==> src/rtl/exception_controller.sv <==
`default_nettype none
// ============================================================================
// Module   : exception_controller
// Brief    : Fixed-priority exception detector/latcher with flush, ack,
//            overrun and saturating exception count.
// Revision : 1.0 - initial release
// ============================================================================
module exception_controller #(
    parameter int SP_WIDTH   = 8,
    parameter int ADDR_WIDTH = 16,
    parameter logic [ADDR_WIDTH-1:0] MEM_LIMIT = 'hFF00,
    parameter int PC_WIDTH   = 16,
    parameter int NUM_EXT    = 2,
    parameter int CNT_WIDTH  = 8,
    // Physical width of ext_exc; one dummy bit is kept when NUM_EXT is 0.
    localparam int EXT_W     = (NUM_EXT > 0) ? NUM_EXT : 1,
    localparam int NSRC      = NUM_EXT + 3
) (
    input  logic                  clk,
    input  logic                  rst_n,
    input  logic                  stack_op,
    input  logic [SP_WIDTH-1:0]   sp_o,
    input  logic                  sp_step_sign,
    input  logic                  mem_access,
    input  logic [ADDR_WIDTH-1:0] mem_address,
    input  logic [PC_WIDTH-1:0]   pc,
    input  logic [EXT_W-1:0]      ext_exc,
    input  logic [NSRC-1:0]       exc_mask,
    input  logic                  exc_ack,
    input  logic                  ovr_clr,
    output logic                  exc_pending,
    output logic                  exc_flush,
    output logic [3:0]            exc_cause,
    output logic [PC_WIDTH-1:0]   epc,
    output logic                  exc_overrun,
    output logic [CNT_WIDTH-1:0]  exc_count
);

    typedef enum logic [0:0] {
        IDLE    = 1'b0,
        PENDING = 1'b1
    } state_t;

    localparam logic [CNT_WIDTH-1:0] c_cnt_max = {CNT_WIDTH{1'b1}};

    state_t                r_state;
    state_t                w_state_nxt;
    logic [NSRC-1:0]       w_raw;
    logic [NSRC-1:0]       w_req;
    logic                  w_any;
    logic [3:0]            w_code;
    logic [SP_WIDTH-1:0]   w_sp_full;

    assign w_sp_full = {SP_WIDTH{1'b1}};

    // ------------------------------------------------------------------
    // Source detection
    // ------------------------------------------------------------------
    assign w_raw[0] = stack_op & ~sp_step_sign & (sp_o == w_sp_full);
    assign w_raw[1] = stack_op &  sp_step_sign & (sp_o == '0);
    assign w_raw[2] = mem_access & (mem_address > MEM_LIMIT);

    generate
        if (NUM_EXT > 0) begin : g_ext
            assign w_raw[NSRC-1:3] = ext_exc[NUM_EXT-1:0];
        end else begin : g_no_ext
            logic w_ext_unused;
            assign w_ext_unused = &ext_exc;
        end
    endgenerate

    assign w_req = w_raw & exc_mask;
    assign w_any = |w_req;

    // Scan from highest index down so the lowest active index wins.
    always_comb begin
        w_code = 4'd0;
        for (int i = NSRC - 1; i >= 0; i--) begin
            if (w_req[i]) begin
                w_code = 4'(i + 1);
            end
        end
    end

    // ------------------------------------------------------------------
    // State machine
    // ------------------------------------------------------------------
    always_ff @(posedge clk or negedge rst_n) begin
        if (!rst_n) begin
            r_state <= IDLE;
        end else begin
            r_state <= w_state_nxt;
        end
    end

    always_comb begin
        w_state_nxt = r_state;
        case (r_state)
            IDLE:    if (w_any)   w_state_nxt = PENDING;
            PENDING: if (exc_ack) w_state_nxt = IDLE;
            default: w_state_nxt = IDLE;
        endcase
    end

    assign exc_pending = (r_state == PENDING);

    // ------------------------------------------------------------------
    // Latched outputs
    // ------------------------------------------------------------------
    always_ff @(posedge clk or negedge rst_n) begin
        if (!rst_n) begin
            exc_flush <= 1'b0;
            exc_cause <= 4'd0;
            epc       <= '0;
            exc_count <= '0;
        end else begin
            exc_flush <= (r_state == IDLE) && w_any;
            if (r_state == IDLE) begin
                if (w_any) begin
                    exc_cause <= w_code;
                    epc       <= pc;
                    if (exc_count != c_cnt_max) begin
                        exc_count <= exc_count + 1'b1;
                    end
                end
            end else if (exc_ack) begin
                exc_cause <= 4'd0;
            end
        end
    end

    // Set takes precedence over clear when both occur on the same edge.
    always_ff @(posedge clk or negedge rst_n) begin
        if (!rst_n) begin
            exc_overrun <= 1'b0;
        end else if ((r_state == PENDING) && w_any) begin
            exc_overrun <= 1'b1;
        end else if (ovr_clr) begin
            exc_overrun <= 1'b0;
        end
    end

endmodule
`default_nettype wire

==> config.mk <==
export PLATFORM = sky130hd
export DESIGN_NAME = exception_controller
export DESIGN_NICKNAME = d
export VERILOG_FILES = /design/src/rtl/exception_controller.sv
export SDC_FILE = /design/constraint.sdc
export NUM_CORES = 1
export LEC_CHECK = 0
export ABC_AREA = 1
export CORE_MARGIN = 2
export CORE_UTILIZATION = 42
export DETAILED_ROUTE_END_ITERATION = 16
export PLACE_DENSITY = 0.87
export SETUP_SLACK_MARGIN = 0.4
export SYNTH_ARGS = -nofsm -noshare
export SYNTH_HDL_FRONTEND = slang
export SYNTH_SLANG_ARGS = --single-unit
==> constraint.sdc <==
create_clock -name clk -period 2.3 [get_ports clk]
set_input_delay 0.46 -clock clk [delete_from_list [all_inputs] [get_ports clk]]
set_output_delay 0.46 -clock clk [all_outputs]
set_load 0.1 [all_outputs]
=== Word level (Yosys, flattened, before mapping) ===
Index checks and enable logic that the tools add are counted.
W data, S select, Z words.

* Bits in registers: 31
* Latch bits: 0
* Bits in writable memories: 0
* Bits in read-only memories: 0
* Input bits: 54
* Output and inout port bits: 31
* Word-level logic and storage cells: 41
* Memories kept: 0

* $add $sub $neg: 1
* $mul: 0
* Div/mod/pow operators: 0
* Magnitude comparators: 1
* Eq/ne operators: 3
* Shift operators: 0
* Multiplexer cells: 13
* Bitwise operators: 8
* Reduce and logical (&&, ||, !) cells: 9

{| class="wikitable"
|+ Operator list
! kind !! count
|-
| $gt A16 B16 Y1 const B || 1
|-
| $mux W3 || 5
|-
| $mux W4 || 3
|-
| $add A8 B1 Y8 const B || 1
|-
| $eq A8 B8 Y1 const B || 1
|-
| $logic_not A8 Y1 || 1
|-
| $ne A8 B8 Y1 const B || 1
|-
| $and A1 B1 Y1 || 5
|-
| $and A5 B5 Y5 || 1
|-
| $reduce_or A5 Y1 || 1
|-
| $mux W1 || 4
|-
| $reduce_and A2 Y1 || 2
|-
| $reduce_bool A2 Y1 || 2
|-
| $reduce_and A3 Y1 || 1
|-
| $logic_and A1 B1 Y1 || 2
|-
| $ne A2 B2 Y1 const B || 1
|-
| $not A1 Y1 || 2
|-
| $pmux W1 S2 || 1
|}

=== Longest topological paths before layout ===
* Word-level depth: 11
* Mapped depth: 11
* Mapped depth without buffers: 10

=== Least setup slack after synthesis ===
OpenSTA, ideal clock, no wires.

* Path kind: register -> register
* From: register exc_count[0]
* To: register exc_count[6]
* Library setup time: 0.067 ns
* Data arrival time: 2.068 ns
* Data required time: 2.233 ns
* Path slack: 0.165 ns
* Stages on the path, launching flop included: 8
* Path buffers: 0
* Clock period less this slack: 2.135 ns
* Path through: dfrtp_1 ha_1 nand3_1 nor2_2 nand3_2 nand3_4 nand2_1 nand2_1

* Cells in the longest elaborated chain, start to end: 2
* Elaborated cells between the ends (all ways): 3
* Classes of those cells: 1 x add/sub; 1 x eq/ne; 1 x reduce/logical

{| class="wikitable"
|+ RTL lines
! item !! line !! source
|-
| start, declared || 36 || <nowiki>output logic [CNT_WIDTH-1:0] exc_count</nowiki>
|-
| start signal, assigned || 123 || <nowiki>exc_count <= exc_count + 1'b1;</nowiki>
|-
| branches (longest 2 deep; another with $add A8 B1 Y8) || - ||
|}

Several ways; the timed one is not identified.
A chain may end at the register's enable or synchronous reset.

=== Worst setup path after layout ===
* From: input port sp_step_sign
* To: register exc_count[4]

* Cells in the longest elaborated chain, start to end: 6
* Elaborated cells between the ends (all ways): 8
* Classes of those cells: 6 x bitwise; 2 x reduce/logical

{| class="wikitable"
|+ RTL lines
! item !! line !! source
|-
| start, declared || 23 || <nowiki>input logic sp_step_sign,</nowiki>
|-
| $not A1 Y1 || 59 || <nowiki>assign w_raw[0] = stack_op & ~sp_step_sign & (sp_o == w_sp_full);</nowiki>
|-
| $and A1 B1 Y1 (2 in a row) || 59 ||
|-
| $and A5 B5 Y5 * || 72 || <nowiki>assign w_req = w_raw & exc_mask;</nowiki>
|-
| $reduce_or A5 Y1 * || 73 || <nowiki>assign w_any = |w_req;</nowiki>
|-
| $reduce_and A3 Y1 (no source line) * || - ||
|}

Mark *: on every way between the ends. The rest lies on a longest branch, timed or not.

==> impl.org <==
** Status
- The run finished with clean final reports.

** Yosys
- Averaged over all synthesized cells, the footprint is 7.93 sq um.
- In this run, synthesis inferred 0 flip-flops with an integrated enable.
- In the synthesized netlist the dominant register cell turns out to be sky130_fd_sc_hd__dfrtp_1.
- In the synthesized netlist, the cells that appear most often are sky130_fd_sc_hd__nand2_1, sky130_fd_sc_hd__dfrtp_1, sky130_fd_sc_hd__nor2_1.
- Sequential cells were found to cover 48.0% of the synthesized design area.
- Yosys warnings :: 0
- The share of synthesized area in the top cell type comes to 48.0%.
- The cell area that synthesis handed to floorplanning was 1560 sq um.
- Counting every instance in the synthesized netlist gives 197.
- Ys async rst share :: 100%
- Counting flops and latches in the post-synthesis netlist gives 30.
- Count of distinct cell types in the synthesized netlist :: 26
- Of all cell types, the one taking the most synthesized area is sky130_fd_sc_hd__dfrtp_1.
- When the netlist entered floorplanning its net count stood at 252.
- After synthesis, the cell types taking the most area are sky130_fd_sc_hd__dfrtp_1, sky130_fd_sc_hd__nand2_1, sky130_fd_sc_hd__nand4_1.
- Dominant cell by count in the synthesized netlist :: sky130_fd_sc_hd__nand2_1

** Detailed routing
- Total met2 wirelength after detailed routing :: 1.82 mm
- Wire length on met1 :: 1.56 mm
- Met3 routed wirelength :: 266 um
- Avg WL per Cell :: 11.0 um
- Avg Vias per Cell :: 4.67
- Routed signal wires occupy layers up through met4.
- In this run, the number of DRC markers left after iteration 0 of detailed routing was 111.
- The count of nets left with antenna violations once routing finished came out at 0.
- Number of remaining DRC errors :: 0
- Summing over every cut layer, the via total after detailed routing is 1555.
- For this block, the routed nets add up to 3.68 mm of wire.
- Before antenna repair, the detailed router went through 4 iterations.

** GRT
- Overall global routing resource usage :: 19.0%
- Entering global routing, the biggest net connects 31 pins.
- Antenna violations before repair :: 0
- The first global-routing pass estimated 6.24 mm of wire.
- Global route overflow :: 0
- Vias in the first global route :: 1431

** Job
- Across the run, the number of max-cap violations was 0.

** Floorplan
- The die is 65 um wide.
- After floorplanning, the core was sized to cover 3610 sq um.
- The die covers 4230 sq um.
- The floorplan step set the die height to 65 um.
- Initial core utilization :: 43.3%
- The floorplan has 22 rows.
- 85 I/O pins were placed.

** Worst setup path
- The worst setup path is captured at a flop.
- Slowest CP cell :: sky130_fd_sc_hd__clkdlybuf4s50_1
- Data arrival time at the worst-slack endpoint :: 1.89 ns
- The worst register-to-register path begins at exc_count[0].
- Depth of the most critical reg-to-reg path :: 7
- STA puts the critical path data required time at 2.47 ns.
- In this design, the critical path's most frequently occurring cell is sky130_fd_sc_hd__nand2_1.
- Of all nets on the critical path, the largest fanout is 10.
- The critical path is of the input pin to flop type.
- Traced cell by cell, the critical path runs through clkdlybuf4s50_1, nand2_1, nor3_2, nand3_1, nand3_2, buf_4, nand3_4, nand2_1, nand2_1.
- Critical path startpoint :: sp_step_sign
- The worst setup path is launched from an input pin.
- On the worst path, the slowest cell contributes a delay of 0.50 ns.

** STA
- Highest Clock Rate :: 581 MHz
- Setup total negative slack on the finished layout was measured at 0 ns.
- Post-Route Hold Slack :: 0.484 ns
- Setup violations remaining at the end of the flow were counted as 0.
- In the finished design, the share of the clock period the worst path needs comes to 74.9%.
- Tmin final :: 1.72 ns
- Setup skew after layout :: 0.00442 ns
- Max-slew violations :: 0
- Final Hold Vio Count :: 0
- Setup repair after global routing left no endpoint under its margin.

** Clock network
- The tree is rooted in a sky130_fd_sc_hd__clkbuf_8.
- Clock-pin slew was measured on the worst setup and hold paths at 0.07 ns.
- The clock net in this run drives a total of 30 sinks.
- Bufs on Longest Clock Path :: 2
- TritonCTS built the clock tree.
- Hold repair after CTS inserted 0 buffers.
- Post CTS Setup Buffer Count :: 0
- Resize count post-CTS :: 0
- H-tree depth reported by CTS :: 2
- At the later pin of the worst-skew pair, clock insertion delay measures 0.28 ns.
- Counting the buffers created by CTS gives 5.

** Finish
- At the end of the flow the core is filled with cells to 67.9%.
- At the end of the flow, the number of nets in the layout was 339.
- 0 antenna diodes ended up in the layout.
- The post-route netlist has 22.1% of its cells at a drive strength greater than 1.
- From synthesis to final layout, the design area changed by 56.6%.

** Placement
- After legalization and detailed placement, the total HPWL measured 2.84 mm.
- Input and output buffers added on the ports amount to 83.
- Routability-driven placement finished with a final weighted congestion of 0.875.

** Hold path
- Worst Hold Launch :: epc[5]
- The min-delay analysis places its worst path in the category flop to flop.
- The worst hold path was traced through 2 stages.

** Power
- The worst-case IR drop observed on VDD is 0.632 mV.
- Static leakage power :: 1.25 nW
- Total chip power :: 2.73 mW
- In this run the power density over the cells is 1120 nW/um^2.
==> cells in the final DEF (no fill, tap or decap), types with 2 or more instances in the layout <==
master	count
sky130_fd_sc_hd__nand2_1	88
sky130_fd_sc_hd__dfrtp_1	25
sky130_fd_sc_hd__nand3_1	11
sky130_fd_sc_hd__dfrtp_2	5
sky130_fd_sc_hd__clkbuf_8	6
sky130_fd_sc_hd__xor2_1	3
sky130_fd_sc_hd__inv_1	9
sky130_fd_sc_hd__nand3_2	2
sky130_fd_sc_hd__xnor2_1	2
sky130_fd_sc_hd__clkdlybuf4s50_1	53
sky130_fd_sc_hd__buf_4	33
sky130_fd_sc_hd__nor2_1	14
sky130_fd_sc_hd__nand4_1	11
sky130_fd_sc_hd__o21ai_0	2
sky130_fd_sc_hd__nand2_2	9
==> critical path, delay by kind of cell <==
kind,cells,cell delay [ns]
simple gates,7,0.73
buf+inv,2,0.69
==> area by class of cell <==
class                   count  area (sq um)
repair buffers             86           778
flip-flops and latches     30           757
clock inverters             2          12.5
inverters                  11          46.3
fillers                   330          1160
clock buffers               6          82.6
multi-input cells         150           711
well taps                  48          60.1
==> registers in the layout, summed over array words and instances (netlist names) <==
name and count:
exc_count 8, exc_cause 3, exc_pending 1, epc 16, exc_flush 1, exc_overrun 1
==> cells by family after synthesis <==
group           count (synthesis)  synth area share (%)
flops                          30                  48.0
simple gates                  141                  41.0
xor+xnor                        5                  2.80
fa+ha+maj                       1                 0.801
buf+inv                        17                  6.48
other cells                     1                 0.240
compound gates                  2                 0.641
==> power by group <==
| part | leakage (nW) | switching, mW | internal, mW | total (mW) |
|---|---|---|---|---|
| combinational | 0.828 | 1.19 | 0.345 | 1.53 |
| clock | 0.0472 | 0.195 | 0.240 | 0.435 |
| sequential | 0.374 | 0.107 | 0.661 | 0.768 |
| total | 1.25 | 1.49 | 1.25 | 2.73 |
==> layer usage <==
layer	vias up	global-route usage, %
li1	797	-
met1	699	24.2
met2	54	31.6
met3	5	5.56
met4	0	4.79
met5	-	0
==> per-stage QoR <==
step           instance area, sq um  setup slack (ns)  cells
3_5_place_dp                   2350             0.271    325
5_1_grt                        2450             0.403    333
6_report                       2450             0.578    333
2_1_floorplan                  1570             0.412    197
4_1_cts                        2450             0.564    333
3_3_place_gp                   2350             0.296    325
==> worst paths after layout <==
| check | to | slack (ns) |
|---|---|---|
| max | exc_count[4] | 0.58 |
| min | epc[5] | 0.48 |
| max reg2reg | exc_count[4] | 0.78 |
| min reg2reg | epc[5] | 0.48 |
| max in group asynchronous | exc_count[0] | 1.45 |
| min in group asynchronous | exc_count[4] | 0.57 |
Power figures use the tool's default switching activity.
